--- src/rtl/mem_access_stage_if.sv ---
// Single-outstanding data-memory bus between the MEM stage (master) and data memory (slave).
// mem_rdata is only meaningful in a cycle where mem_ready is high.
interface mem_access_stage_if #(
    parameter int ADDR_W = 32
);
    logic              mem_req;
    logic              mem_we;
    logic [ADDR_W-1:0] mem_addr;
    logic [31:0]       mem_wdata;
    logic [3:0]        mem_be;
    logic              mem_ready;
    logic [31:0]       mem_rdata;

    modport master (
        output mem_req, mem_we, mem_addr, mem_wdata, mem_be,
        input  mem_ready, mem_rdata
    );

    modport slave (
        input  mem_req, mem_we, mem_addr, mem_wdata, mem_be,
        output mem_ready, mem_rdata
    );
endinterface

--- src/rtl/mem_access_stage.sv ---
// Pipeline MEM stage: byte/half/word loads and stores over a single-outstanding bus,
// registered result toward MEM/WB and a combinational stall while an access is pending.
module mem_access_stage #(
    parameter int TIMEOUT = 16,
    parameter int ADDR_W  = 32
) (
    input  logic               clk,
    input  logic               rst,
    input  logic               in_valid,
    input  logic [31:0]        data_1_in,
    input  logic [31:0]        data_2_in,
    input  logic [4:0]         rd_in,
    input  logic               reg_write_in,
    input  logic               mem_read,
    input  logic               mem_write,
    input  logic [1:0]         mem_size,
    input  logic               load_signed,
    output logic               stall,
    mem_access_stage_if.master bus,
    output logic [31:0]        result_out,
    output logic [4:0]         rd_out,
    output logic               reg_write_out,
    output logic               out_valid,
    output logic               misalign_err,
    output logic               bus_err
);
    localparam int               CNT_W    = $clog2(TIMEOUT);
    localparam logic [CNT_W-1:0] CNT_LAST = CNT_W'(TIMEOUT - 1);

    typedef enum logic {IDLE, ACCESS} state_t;

    state_t           state;
    logic [CNT_W-1:0] cnt;
    logic [1:0]       addr_lo;
    logic [1:0]       size_q;
    logic             sign_q;
    logic             store_q;
    logic             rw_q;
    logic [4:0]       rd_q;

    logic mem_op;
    logic aligned;
    logic timeout;

    function automatic logic [31:0] store_data(input logic [31:0] d, input logic [1:0] size);
        case (size)
            2'b00:   return {4{d[7:0]}};
            2'b01:   return {2{d[15:0]}};
            default: return d;
        endcase
    endfunction

    function automatic logic [3:0] byte_en(input logic [1:0] lo, input logic [1:0] size);
        case (size)
            2'b00:   return 4'b0001 << lo;
            2'b01:   return lo[1] ? 4'b1100 : 4'b0011;
            default: return 4'b1111;
        endcase
    endfunction

    function automatic logic [31:0] load_extract(input logic [31:0] rdata, input logic [1:0] lo,
                                                 input logic [1:0] size, input logic sgn);
        logic [7:0]  b;
        logic [15:0] h;
        b = rdata[{lo, 3'b000} +: 8];
        h = lo[1] ? rdata[31:16] : rdata[15:0];
        case (size)
            2'b00:   return sgn ? {{24{b[7]}}, b} : {24'b0, b};
            2'b01:   return sgn ? {{16{h[15]}}, h} : {16'b0, h};
            default: return rdata;
        endcase
    endfunction

    // NOTE: every variable written here gets a value before any branch, so no latch is inferred.
    always_comb begin
        mem_op  = in_valid & (mem_read | mem_write);
        aligned = 1'b1;
        case (mem_size)
            2'b00:   aligned = 1'b1;
            2'b01:   aligned = ~data_1_in[0];
            default: aligned = (data_1_in[1:0] == 2'b00);
        endcase
        timeout = (cnt == CNT_LAST) & ~bus.mem_ready;
        stall   = 1'b0;
        // Held in reset the stage is idle, so the stall must drop with it.
        if (rst) begin
            if (state == IDLE) stall = mem_op & aligned;
            else               stall = ~bus.mem_ready & ~timeout;
        end
    end

    // NOTE: state and registered outputs use non-blocking assignments so every read sees the pre-edge value.
    always_ff @(posedge clk or negedge rst) begin
        if (!rst) begin
            state         <= IDLE;
            cnt           <= '0;
            addr_lo       <= '0;
            size_q        <= '0;
            sign_q        <= 1'b0;
            store_q       <= 1'b0;
            rw_q          <= 1'b0;
            rd_q          <= '0;
            bus.mem_req   <= 1'b0;
            bus.mem_we    <= 1'b0;
            bus.mem_addr  <= '0;
            bus.mem_wdata <= '0;
            bus.mem_be    <= '0;
            result_out    <= '0;
            rd_out        <= '0;
            reg_write_out <= 1'b0;
            out_valid     <= 1'b0;
            misalign_err  <= 1'b0;
            bus_err       <= 1'b0;
        end else begin
            out_valid    <= 1'b0;
            misalign_err <= 1'b0;
            bus_err      <= 1'b0;
            case (state)
                IDLE: begin
                    if (in_valid && !mem_op) begin
                        out_valid     <= 1'b1;
                        result_out    <= data_1_in;
                        rd_out        <= rd_in;
                        reg_write_out <= reg_write_in;
                    end else if (mem_op && !aligned) begin
                        out_valid     <= 1'b1;
                        misalign_err  <= 1'b1;
                        result_out    <= '0;
                        rd_out        <= rd_in;
                        reg_write_out <= 1'b0;
                    end else if (mem_op) begin
                        state         <= ACCESS;
                        cnt           <= '0;
                        addr_lo       <= data_1_in[1:0];
                        size_q        <= mem_size;
                        sign_q        <= load_signed;
                        store_q       <= mem_write;
                        rw_q          <= reg_write_in;
                        rd_q          <= rd_in;
                        bus.mem_req   <= 1'b1;
                        bus.mem_we    <= mem_write;
                        bus.mem_addr  <= {data_1_in[ADDR_W-1:2], 2'b00};
                        bus.mem_wdata <= store_data(data_2_in, mem_size);
                        bus.mem_be    <= byte_en(data_1_in[1:0], mem_size);
                    end
                end
                ACCESS: begin
                    if (bus.mem_ready || timeout) begin
                        state       <= IDLE;
                        bus.mem_req <= 1'b0;
                        bus.mem_we  <= 1'b0;
                        bus.mem_be  <= '0;
                        out_valid   <= 1'b1;
                        bus_err     <= ~bus.mem_ready;
                        rd_out      <= rd_q;
                        if (bus.mem_ready && !store_q) begin
                            result_out    <= load_extract(bus.mem_rdata, addr_lo, size_q, sign_q);
                            reg_write_out <= rw_q;
                        end else begin
                            result_out    <= '0;
                            reg_write_out <= 1'b0;
                        end
                    end else begin
                        cnt <= cnt + CNT_W'(1);
                    end
                end
                default: state <= IDLE;
            endcase
        end
    end
endmodule

--- src/flat_wrapper.sv ---
// flat-port wrapper written by rule: the top's interface ports become plain ports
module mem_access_stage_flat 
#(
    parameter int TIMEOUT = 16,
    parameter int ADDR_W  = 32
)
  (clk, rst, in_valid, data_1_in, data_2_in, rd_in, reg_write_in, mem_read, mem_write, mem_size, load_signed, stall, result_out, rd_out, reg_write_out, out_valid, misalign_err, bus_err, bus_mem_req, bus_mem_we, bus_mem_addr, bus_mem_wdata, bus_mem_be, bus_mem_ready, bus_mem_rdata);
  mem_access_stage_if #(.ADDR_W(ADDR_W)) bus_i ();
  input  logic clk;
  input  logic rst;
  input  logic in_valid;
  input  logic [31:0] data_1_in;
  input  logic [31:0] data_2_in;
  input  logic [4:0] rd_in;
  input  logic reg_write_in;
  input  logic mem_read;
  input  logic mem_write;
  input  logic [1:0] mem_size;
  input  logic load_signed;
  output logic stall;
  output logic [31:0] result_out;
  output logic [4:0] rd_out;
  output logic reg_write_out;
  output logic out_valid;
  output logic misalign_err;
  output logic bus_err;
  output wire logic [$bits(bus_i.mem_req)-1:0] bus_mem_req;
  output wire logic [$bits(bus_i.mem_we)-1:0] bus_mem_we;
  output wire logic [$bits(bus_i.mem_addr)-1:0] bus_mem_addr;
  output wire logic [$bits(bus_i.mem_wdata)-1:0] bus_mem_wdata;
  output wire logic [$bits(bus_i.mem_be)-1:0] bus_mem_be;
  input wire logic [$bits(bus_i.mem_ready)-1:0] bus_mem_ready;
  input wire logic [$bits(bus_i.mem_rdata)-1:0] bus_mem_rdata;
  assign bus_mem_req = bus_i.mem_req;
  assign bus_mem_we = bus_i.mem_we;
  assign bus_mem_addr = bus_i.mem_addr;
  assign bus_mem_wdata = bus_i.mem_wdata;
  assign bus_mem_be = bus_i.mem_be;
  assign bus_i.mem_ready = bus_mem_ready;
  assign bus_i.mem_rdata = bus_mem_rdata;
  mem_access_stage #(.TIMEOUT(TIMEOUT), .ADDR_W(ADDR_W)) u_core (.clk(clk), .rst(rst), .in_valid(in_valid), .data_1_in(data_1_in), .data_2_in(data_2_in), .rd_in(rd_in), .reg_write_in(reg_write_in), .mem_read(mem_read), .mem_write(mem_write), .mem_size(mem_size), .load_signed(load_signed), .stall(stall), .bus(bus_i), .result_out(result_out), .rd_out(rd_out), .reg_write_out(reg_write_out), .out_valid(out_valid), .misalign_err(misalign_err), .bus_err(bus_err));
endmodule
--- config.mk ---
export PLATFORM = sky130hd
export DESIGN_NAME = mem_access_stage_flat
export DESIGN_NICKNAME = d
export VERILOG_FILES = /design/src/rtl/mem_access_stage_if.sv /design/src/rtl/mem_access_stage.sv /design/src/flat_wrapper.sv
export SDC_FILE = /design/constraint.sdc
export NUM_CORES = 1
export LEC_CHECK = 0
export BUFFER_PORTS_ARGS = -buffer_cell sky130_fd_sc_hd__buf_2
export CORE_MARGIN = 10
export CORE_UTILIZATION = 45
export CTS_CLUSTER_SIZE = 24
export DETAILED_ROUTE_END_ITERATION = 6
export PLACE_DENSITY = 0.79
export SLEW_MARGIN = 20
export SYNTH_ARGS = -nofsm -noshare
export SYNTH_HDL_FRONTEND = slang
export SYNTH_SLANG_ARGS = --single-unit
--- constraint.sdc ---
create_clock -name clk -period 1.7 [get_ports clk]
set_input_delay 0.085 -clock clk [delete_from_list [all_inputs] [get_ports clk]]
set_output_delay 0.085 -clock clk [all_outputs]
set_load 0.01 [all_outputs]
==> results of run 1 <==
## what timing repair did
action | 4_1_cts | 5_1_grt
setup endpoints to repair | 2 | 33
hold endpoints to repair | 232 | 0
hold buffers | 87 | 0
gates cloned | 0 | 1
setup buffers | 3 | 1
pin swaps | 1 | 6
resized for setup | 6 | 38
## where the power goes
group,switching (mW),internal [mW]
Combinational,1.74,1.48
Sequential,0.471,3.73
Clock,1.37,1.99
Total,3.58,7.20
## critical path, stage by stage, from the launching register on
cell and delay [ps]:
dfrtp_1 390, ha_2 210, and3_4 160, or3_4 360, nand2_4 80, and2_4 140, buf_6 90
## state kept, by name (all words and copies together) (netlist names), 2 cells and up
name and cells:
u_core.addr_lo 2, u_core.bus.mem_addr 30, u_core.bus.mem_be 4, u_core.bus.mem_wdata 32, u_core.cnt 4, u_core.rd_out 5, u_core.rd_q 5, u_core.result_out 32
u_core.size_q 2
## final cells by class
| class | count | area [um^2] |
|---|---|---|
| Fill cell | 876 | 3830 |
| Sequential cell | 126 | 3150 |
| Multi-Input combinational cell | 349 | 2710 |
| Timing Repair Buffer | 337 | 2290 |
| Clock buffer | 17 | 425 |
| Tap cell | 172 | 215 |
| Clock inverter | 15 | 124 |
| Inverter | 6 | 22.5 |
| Antenna cell | 1 | 2.50 |
## Yosys cell counts (all sizes together), types with 2 or more instances
cell,instances
mux2,56
nand3,20
a221o,15
o21ai,75
nand2b,2
a32oi,8
dfrtp,126
and2,2
a2bb2oi,2
clkbuf,13
buf,29
o22ai,8
o21a,2
nor2,16
a22oi,17
nor2b,2
a21oi,26
mux2i,32
nor3,2
nor4b,2
nand4,2
nand2,40
inv,6
## cell families (layout without fill, tap and decap cells)
kind of cell               count (synthesis)  count (layout)
AOI/OAI and AO/OA                        160             160
xor gates and xnor gates                   1               1
adders and majority gates                  1               1
buffers and inverters                     48             375
DFF                                      126             126
muxes                                     89              89
other                                      1               3
and+or+nand+nor                           96              96
## through the flow
step,utilization,setup TNS [ps]
after floorplan,-,0
after global placement,0.568,0
after detailed placement,0.568,-28.1
after CTS,0.683,-235
after global routing,0.700,-754
final,0.700,-339
## path summary, 6_finish.rpt
| check | to | slack, ps | depth (start not counted) |
|---|---|---|---|
| worst max-delay path | stall | -230 | 6 |
| worst min-delay path | u_core.bus.mem_wdata[14]$_DFFE_PN0P_ | 20 | 3 |
| worst max register to register | u_core.result_out[31]$_DFFE_PN0P_ | -20 | 6 |
| worst min register to register | u_core.bus.mem_wdata[26]$_DFFE_PN0P_ | 480 | 2 |
| max in group asynchronous | u_core.bus.mem_wdata[25]$_DFFE_PN0P_ | 760 | 3 |
| min in group asynchronous | u_core.rd_out[4]$_DFFE_PN0P_ | 90 | 2 |
## routing by layer
layer,global-route usage,vias to the layer above
li1,-,2555
met1,0.263,2766
met2,0.393,344
met3,0.0912,43
met4,0.0967,2
met5,0,-
## cells in the final DEF (no fill, tap or decap), types with 3 or more instances in the layout
master / count
buf_2: 218
dfrtp_1: 125
dlygate4sd3_1: 87
o21ai_1: 54
mux2_1: 53
nand2_1: 39
mux2i_1: 32
a21oi_1: 25
buf_4: 23
o21ai_0: 21
clkbuf_16: 18
a22oi_1: 17
nand3_2: 16
a221o_1: 15
nor2_1: 14
o22ai_1: 6
clkinv_2: 6
a32oi_2: 5
clkinvlp_4: 5
buf_12: 5
inv_1: 4
nand3_1: 4
a32oi_1: 3
buf_6: 3
==> flow_summary.toml, run 1 <==
[route]
drt-met1-wl_um = 7960
route.detailed.drc = 0
drt_iter0_drc = 433
antenna_left = 0
drt-vias-per-instance = 5.58
drt_pass1_iterations = 5
wl_um = 22000
via_count = 5710
avgRoutedWirePerCell_um = 21.5
met3_length_um = 2510
wl_met2_um = 10900
highest_layer = "met5"

[outcome]
status = "complete, but fails checks"
violations = "setup timing"

[timing]
grt_setup_unrepaired = "yes"
setup_viol = 9
fin_crit_sh = 1.14
tightest_slew_ps = 597
holdWs_ps = 17.1
final_max_slew_viol_count = 0
worst_slew_margin_rel = 0.602
finClkSkew_ps = 8.51
finalHoldViolCount = 0
fmax_mhz = 518
fin_ws_ps = -231
period_needed_ps = 1930

[floorplanning]
core_um2 = 12800
row_count = 41
dieArea_um2 = 18100
die_h_um = 135
initial_core_util = 0.464
die_x_um = 135
io_pins = 223

[finish]
layout.nets = 949
drive_above_1_share = 0.391
syn_to_final_growth_pct = 51.0
stdcell_area_um2 = 8940
layout.cells.non_filler = 1023

[logic_synthesis]
synthSimpleGateAreaFrac = 0.0809
synth_xor_area_frac = 0.00148
yosys.area.top_type_share = 0.532
yosysWarnings = 0
ys_types = 52
synthMuxAreaShare = 0.164
synth-compound-area-share = 0.172
synth_top_area_cell = "dfrtp_1"
synth.ff_latch_count = 126
synth_area_um2 = 5920
synthArstFlopShare = 1.00
avgSynthCellArea_um2 = 11.3
yosysSeqAreaShare = 0.532
synth_top_family_by_area = "compound AO/OA/AOI/OAI gates"
syn_inst = 522
synth.area.top_cells = "dfrtp_1 53%, mux2_1 11%, mux2i_1 5.4%"
synth_edf_count = 0
synthAdderAreaFrac = 0.00211
synthFlopType = "dfrtp_1"

[clocking]
clockBufferDepth = 2
clkTransAtPathRegs_ps = 60
cts_tree = "built"
cts.sinks = 126
clock_latency_ps = 420
cts-root-buf = "clkbuf_16"
cts_buffers = 17
cts_max_level = 4

[power_and_ir_drop]
leakage_nw = 4.41
power_density_nw_per_um2 = 1210
power_mw = 10.8
worst_ir_drop_vdd_v = 0.000552

[global_route]
grt_max_degree = 69
grt_pass1_wl_um = 33800
grt_pass1_vias = 6121
grt_usage = 0.235
antenna_found_initial = 2
grt_overflow = 0

[placement]
portBuffers = 220
gp_congestion = 0.898
placed_cells = 898
pre_cts_ws_ps = -28.1
hpwl_um = 14900
dpl_cell_area_um2 = 7250

[critical_path]
path_max_fanout = 3
crit_start = "u_core.cnt[0]$_DFFE_PN0P_"
end_kind = "primary output"
reg2reg_from = "u_core.addr_lo[1]$_DFFE_PN0P_"
arrival_ps = 1850
critPathLaunchType = "flop"
crit_type = "flop to primary output"
crit_required_ps = 1620

[worst_hold_path]
hold_class = "primary input to flop"
holdCritStartpoint = "data_2_in[14]"

[run]
maxCapViolCount = 0
Note: power is estimated with default switching activity, not from simulation.
==> inputs of run 2 (changes only) <==
PLACE_DENSITY = 0.76   (was 0.79)
clock period = 2.2 ns   (was 1.7 ns; I/O delays follow)
==> run 2 against run 1 <==
Against the previous run: the run now ends clean; wire length is 4.5% lower; sequential share of layout area is 1.9 points higher; hold slack better by 8.8 ps; final cell count is 2.6% lower; critical path type unchanged.
==> flow_summary.toml, run 2 (synthesis results as in run 1) <==
[outcome]
status = "complete, no violations"

[route]
avgRoutedWirePerCell_um = 21.1
via_count = 5527
drt_iter0_drc = 434
route.detailed.drc = 0
drt-vias-per-instance = 5.55
antenna_left = 0
wl_um = 21000
drt_pass1_iterations = 5

[critical_path]
critPathMaxStageDelay_ps = 410
cpMaxStageDelayCell = "dfrtp_1"
endpoint = "stall"
critPathLaunchType = "flop"
end_kind = "primary output"
r2r_end = "u_core.result_out[13]$_DFFE_PN0P_"
rrSetupSlack_ps = 230
crit_path_cell_trace = "ha_1, and3_1, or3_4, nand2_1, and2_1, buf_2"
crit_required_ps = 2090
reg2reg_from = "u_core.addr_lo[1]$_DFFE_PN0P_"
r2r_cells = 4
crit_type = "flop to primary output"
arrival_ps = 1980
crit_start = "u_core.cnt[0]$_DFFE_PN0P_"
path_max_fanout = 5

[power_and_ir_drop]
worst_ir_drop_vdd_v = 0.000445
power_mw = 8.23
leakage_nw = 4.17
power_density_nw_per_um2 = 969

[timing]
fmax_mhz = 478
worst_slew_margin_rel = 0.565
period_needed_ps = 2090
final_max_slew_viol_count = 0
setup_viol = 0
fin_crit_sh = 0.950
setup-tns-final_ps = 0
grt_setup_unrepaired = "no"
finClkSkew_ps = 5.75
tightest_slew_ps = 653
holdWs_ps = 26.0
finalHoldViolCount = 0

[floorplanning]
die_x_um = 135
row_count = 41
io_pins = 223
initial_core_util = 0.464
core_um2 = 12800
dieArea_um2 = 18100
die_h_um = 135

[global_route]
grt_usage = 0.229
grt_pass1_vias = 5951
grt_overflow = 0
grt_pass1_wl_um = 33000
antenna_found_initial = 2
grt_max_degree = 76

[clocking]
cts_buffers = 17
cts-root-buf = "clkbuf_16"
cts_tree = "built"
clock_latency_ps = 400
cts.sinks = 126
clkTransAtPathRegs_ps = 50
cts_max_level = 4
clockBufferDepth = 2

[placement]
hpwl_um = 14700
dpl_cell_area_um2 = 7160
gp_congestion = 0.881
portBuffers = 220

[finish]
drive_above_1_share = 0.343
final_util = 0.665
reg_top3 = "u_core.bus.mem_wdata (32), u_core.result_out (32), u_core.bus.mem_addr (30)"
fill_cells = 952
syn_to_final_growth_pct = 43.4
final_common_cell = "buf_2"
final_cell_mix = "219 x buf_2, 125 x dfrtp_1, 74 x dlygate4sd3_1, 56 x mux2_1, 54 x o21ai_1"
layout.nets = 922
stdcell_area_um2 = 8490

[worst_hold_path]
hold_class = "primary input to flop"

[run]
maxCapViolCount = 0
-- run 2: cell count changes in the layout (fill, tap and decap cells not counted), sizes merged --
cell,delta
buf,-13
dlygate4sd3,-13
clkbuf,+6
clkinvlp,-5
clkinv,-3
bufinv,+1
diode,+1
inv,-1
-- run 2: power breakdown --
part / leakage (nW) / internal (mW) / switching, mW / total (mW)
combinational: 2.31 / 1.01 / 1.27 / 2.28
clock: 0.290 / 1.77 / 0.954 / 2.73
sequential: 1.57 / 2.89 / 0.338 / 3.22
total: 4.17 / 5.67 / 2.56 / 8.23
-- run 2: per-layer routing --
metal	part of all wire	global-route usage	vias to the layer above
li1	-	-	2503
met1	0.37	0.258	2694
met2	0.50	0.384	297
met3	0.11	0.0883	31
met4	0.020	0.0852	2
met5	0.00062	0	-
-- run 2: through the flow --
stage               worst slack [ps]  std cells
floorplan                        543        523
detailed placement               295        888
CTS                             29.0        993
global route                    8.17        995
global placement                 386        888
finish                           109        996
-- run 2: worst min-delay path by stage --
stage,slack (ps),start,depth (start not counted),endpoint
detailed placement,-20,rst,1,u_core.rd_out[3]$_DFFE_PN0P_
floorplan,-190,rst,0,u_core.addr_lo[0]$_DFFE_PN0P_
finish,30,bus_mem_rdata[30],3,u_core.result_out[30]$_DFFE_PN0P_
global route,9,data_2_in[16],3,u_core.bus.mem_wdata[16]$_DFFE_PN0P_
CTS,8,bus_mem_rdata[19],3,u_core.result_out[19]$_DFFE_PN0P_
global placement,-20,rst,1,u_core.rd_out[0]$_DFFE_PN0P_
-- run 2: worst max-delay path: cells and delay by family (launching register included) --
kind / cells / cell delay [ps]
buffers and inverters: 1 / 120
DFF: 1 / 410
adders and majority gates: 1 / 250
and+or+nand+nor: 4 / 800
-- run 2: area by class of cell --
cell class / instances / area [um^2] / area share
sequential: 126 / 3150 / 0.371
multi-input combinational: 349 / 2520 / 0.296
timing repair buffer: 310 / 2000 / 0.236
clock buffer: 24 / 492 / 0.0579
tap: 172 / 215 / 0.0253
clock inverter: 7 / 85.1 / 0.0100
inverter: 6 / 22.5 / 0.00265
antenna: 2 / 5.00 / 0.000589
-- run 2: repair_timing --
item	CTS	global route
hold endpoints to repair	220	0
buffers inserted	0	1
hold buffers	74	0
endpoints found under the setup margin	0	1
resized for setup	0	2
==> inputs of run 3 (changes only) <==
BUFFER_PORTS_ARGS = not set   (was -buffer_cell sky130_fd_sc_hd__buf_2)
DONT_BUFFER_PORTS = 1   (was not set)
PLACE_DENSITY = 0.62   (was 0.76)
==> run 3 against run 2 <==
Against the previous run: the run now ends with hold timing left; highest routed layer is now met4; largest power group unchanged; sequential share of layout area is 4.7 points higher; maximum frequency grew 0.25%; cell area fell by 11%; setup slack better by 5.1 ps.
==> flow_summary.toml, run 3 (synthesis results as in run 1) <==
[clocking]
clock_latency_ps = 410
clockBufferDepth = 2
cts-root-buf = "clkbuf_16"
cts_max_level = 4
cts_repair_resize_count = 0
cts_tree = "built"
clkTransAtPathRegs_ps = 50
cts.sinks = 126
cts_hold_buf = 100
post-cts-setup-buffer-count = 0
cts_buffers = 17

[route]
via_count = 4731
route.detailed.drc = 0
antenna_left = 0
drt-vias-per-instance = 5.96
wl_um = 19300
drt_pass1_iterations = 5
drt_iter0_drc = 272
avgRoutedWirePerCell_um = 24.3

[timing]
finClkSkew_ps = 9.66
setup_viol = 0
grt_setup_unrepaired = "no"
holdWs_ps = -608
fin_crit_sh = 0.948
tightest_slew_ps = 691
fmax_mhz = 480
final_max_slew_viol_count = 0
worst_slew_margin_rel = 0.539
finalHoldViolCount = 126
setup-tns-final_ps = 0
period_needed_ps = 2090

[critical_path]
critPathLaunchType = "flop"
path_max_fanout = 5
arrival_ps = 1980
crit_type = "flop to primary output"
reg2reg_from = "u_core.addr_lo[1]$_DFFE_PN0P_"
end_kind = "primary output"
crit_start = "u_core.cnt[0]$_DFFE_PN0P_"
crit_required_ps = 2090
r2r_cells = 5

[floorplanning]
initial_core_util = 0.464
io_pins = 223
dieArea_um2 = 18100
die_h_um = 135
core_um2 = 12800
die_x_um = 135
row_count = 41

[global_route]
grt_pass1_vias = 5057
met2_usage = 0.342
met1_usage = 0.234
grt_usage = 0.211
antenna_found_initial = 2
grt.busiest_layer = "met2"
use_met3 = 0.0998
grt_overflow = 0
grt_max_degree = 128
grt_pass1_wl_um = 29700

[outcome]
violations = "hold timing"
status = "complete, but fails checks"

[placement]
gp_congestion = 0.841
portBuffers = 0
hpwl_um = 13300
placed_cells = 663

[worst_hold_path]
hold_class = "primary input to async pin"

[finish]
reg_top3 = "u_core.bus.mem_wdata (32), u_core.result_out (32), u_core.bus.mem_addr (30)"
layout.nets = 722
final_common_cell = "dfrtp_1"
drive_above_1_share = 0.0870
fill_cells = 998
final_cell_mix = "126 x dfrtp_1, 99 x dlygate4sd3_1, 56 x mux2_1, 54 x o21ai_1, 40 x nand2_1"
syn_to_final_growth_pct = 27.2
layout.cells.non_filler = 794

[power_and_ir_drop]
power_density_nw_per_um2 = 974
leakage_nw = 3.29
worst_ir_drop_vdd_v = 0.000477
power_mw = 7.34

[run]
maxCapViolCount = 0
[run 3: cell count changes in the layout (fill, tap and decap cells not counted), sizes merged]
| cell | before | now |
|---|---|---|
| clkinvlp | 0 | 2 |
| diode | 2 | 1 |
| bufinv | 2 | 0 |
| buf | 236 | 11 |
| dlygate4sd3 | 74 | 99 |
| clkbuf | 24 | 23 |
[run 3: per-layer routing]
metal | wire, um | up-vias
met5 | 0 | -
met4 | 463 | 0
met3 | 2530 | 30
met2 | 9390 | 275
met1 | 6900 | 2333
li1 | - | 2093
[run 3: stage by stage]
| stage | hold slack, ps | utilization | setup WS (ps) | instance area, um^2 |
|---|---|---|---|---|
| finish | -608 | 0.590 | 115 | 7530 |
| global route | -629 | 0.590 | 36.7 | 7530 |
| CTS | -629 | 0.590 | 98.7 | 7530 |
| detailed placement | -182 | 0.470 | 375 | 6000 |
| global placement | -182 | 0.470 | 454 | 6000 |
| floorplan | -186 | - | 543 | 5930 |
[run 3: worst max-delay path, stage by stage (launching register included)]
cell	delay (ps)
dfrtp_1	400
ha_1	250
and3_1	200
or3_1	400
nand2_1	120
and2_1	190
[run 3: layout make-up]
| cell class | instances | area, um^2 | share of cell area |
|---|---|---|---|
| Clock inverter | 7 | 40.0 | 0.00531 |
| Antenna cell | 1 | 2.50 | 0.000332 |
| Clock buffer | 23 | 478 | 0.0634 |
| Multi-Input combinational cell | 349 | 2510 | 0.333 |
| Timing Repair Buffer | 110 | 1110 | 0.147 |
| Inverter | 6 | 22.5 | 0.00299 |
| Sequential cell | 126 | 3150 | 0.418 |
| Tap cell | 172 | 215 | 0.0286 |
[run 3: worst paths after layout]
kind | end | slack [ps]
max | stall | 110
max in group asynchronous | u_core.result_out[0]$_DFFE_PN0P_ | 2630
min reg2reg | u_core.rd_q[2]$_DFFE_PN0P_ | 490
min in group clk | u_core.result_out[11]$_DFFE_PN0P_ | 10
max reg2reg | u_core.result_out[5]$_DFFE_PN0P_ | 340
min | u_core.rd_out[3]$_DFFE_PN0P_ | -610
[run 3: where the power goes]
group	internal (mW)	switching, mW	leakage [nW]
clock	1.50	0.960	0.254
sequential	2.89	0.735	1.57
combinational	0.634	0.624	1.46
total	5.02	2.32	3.29
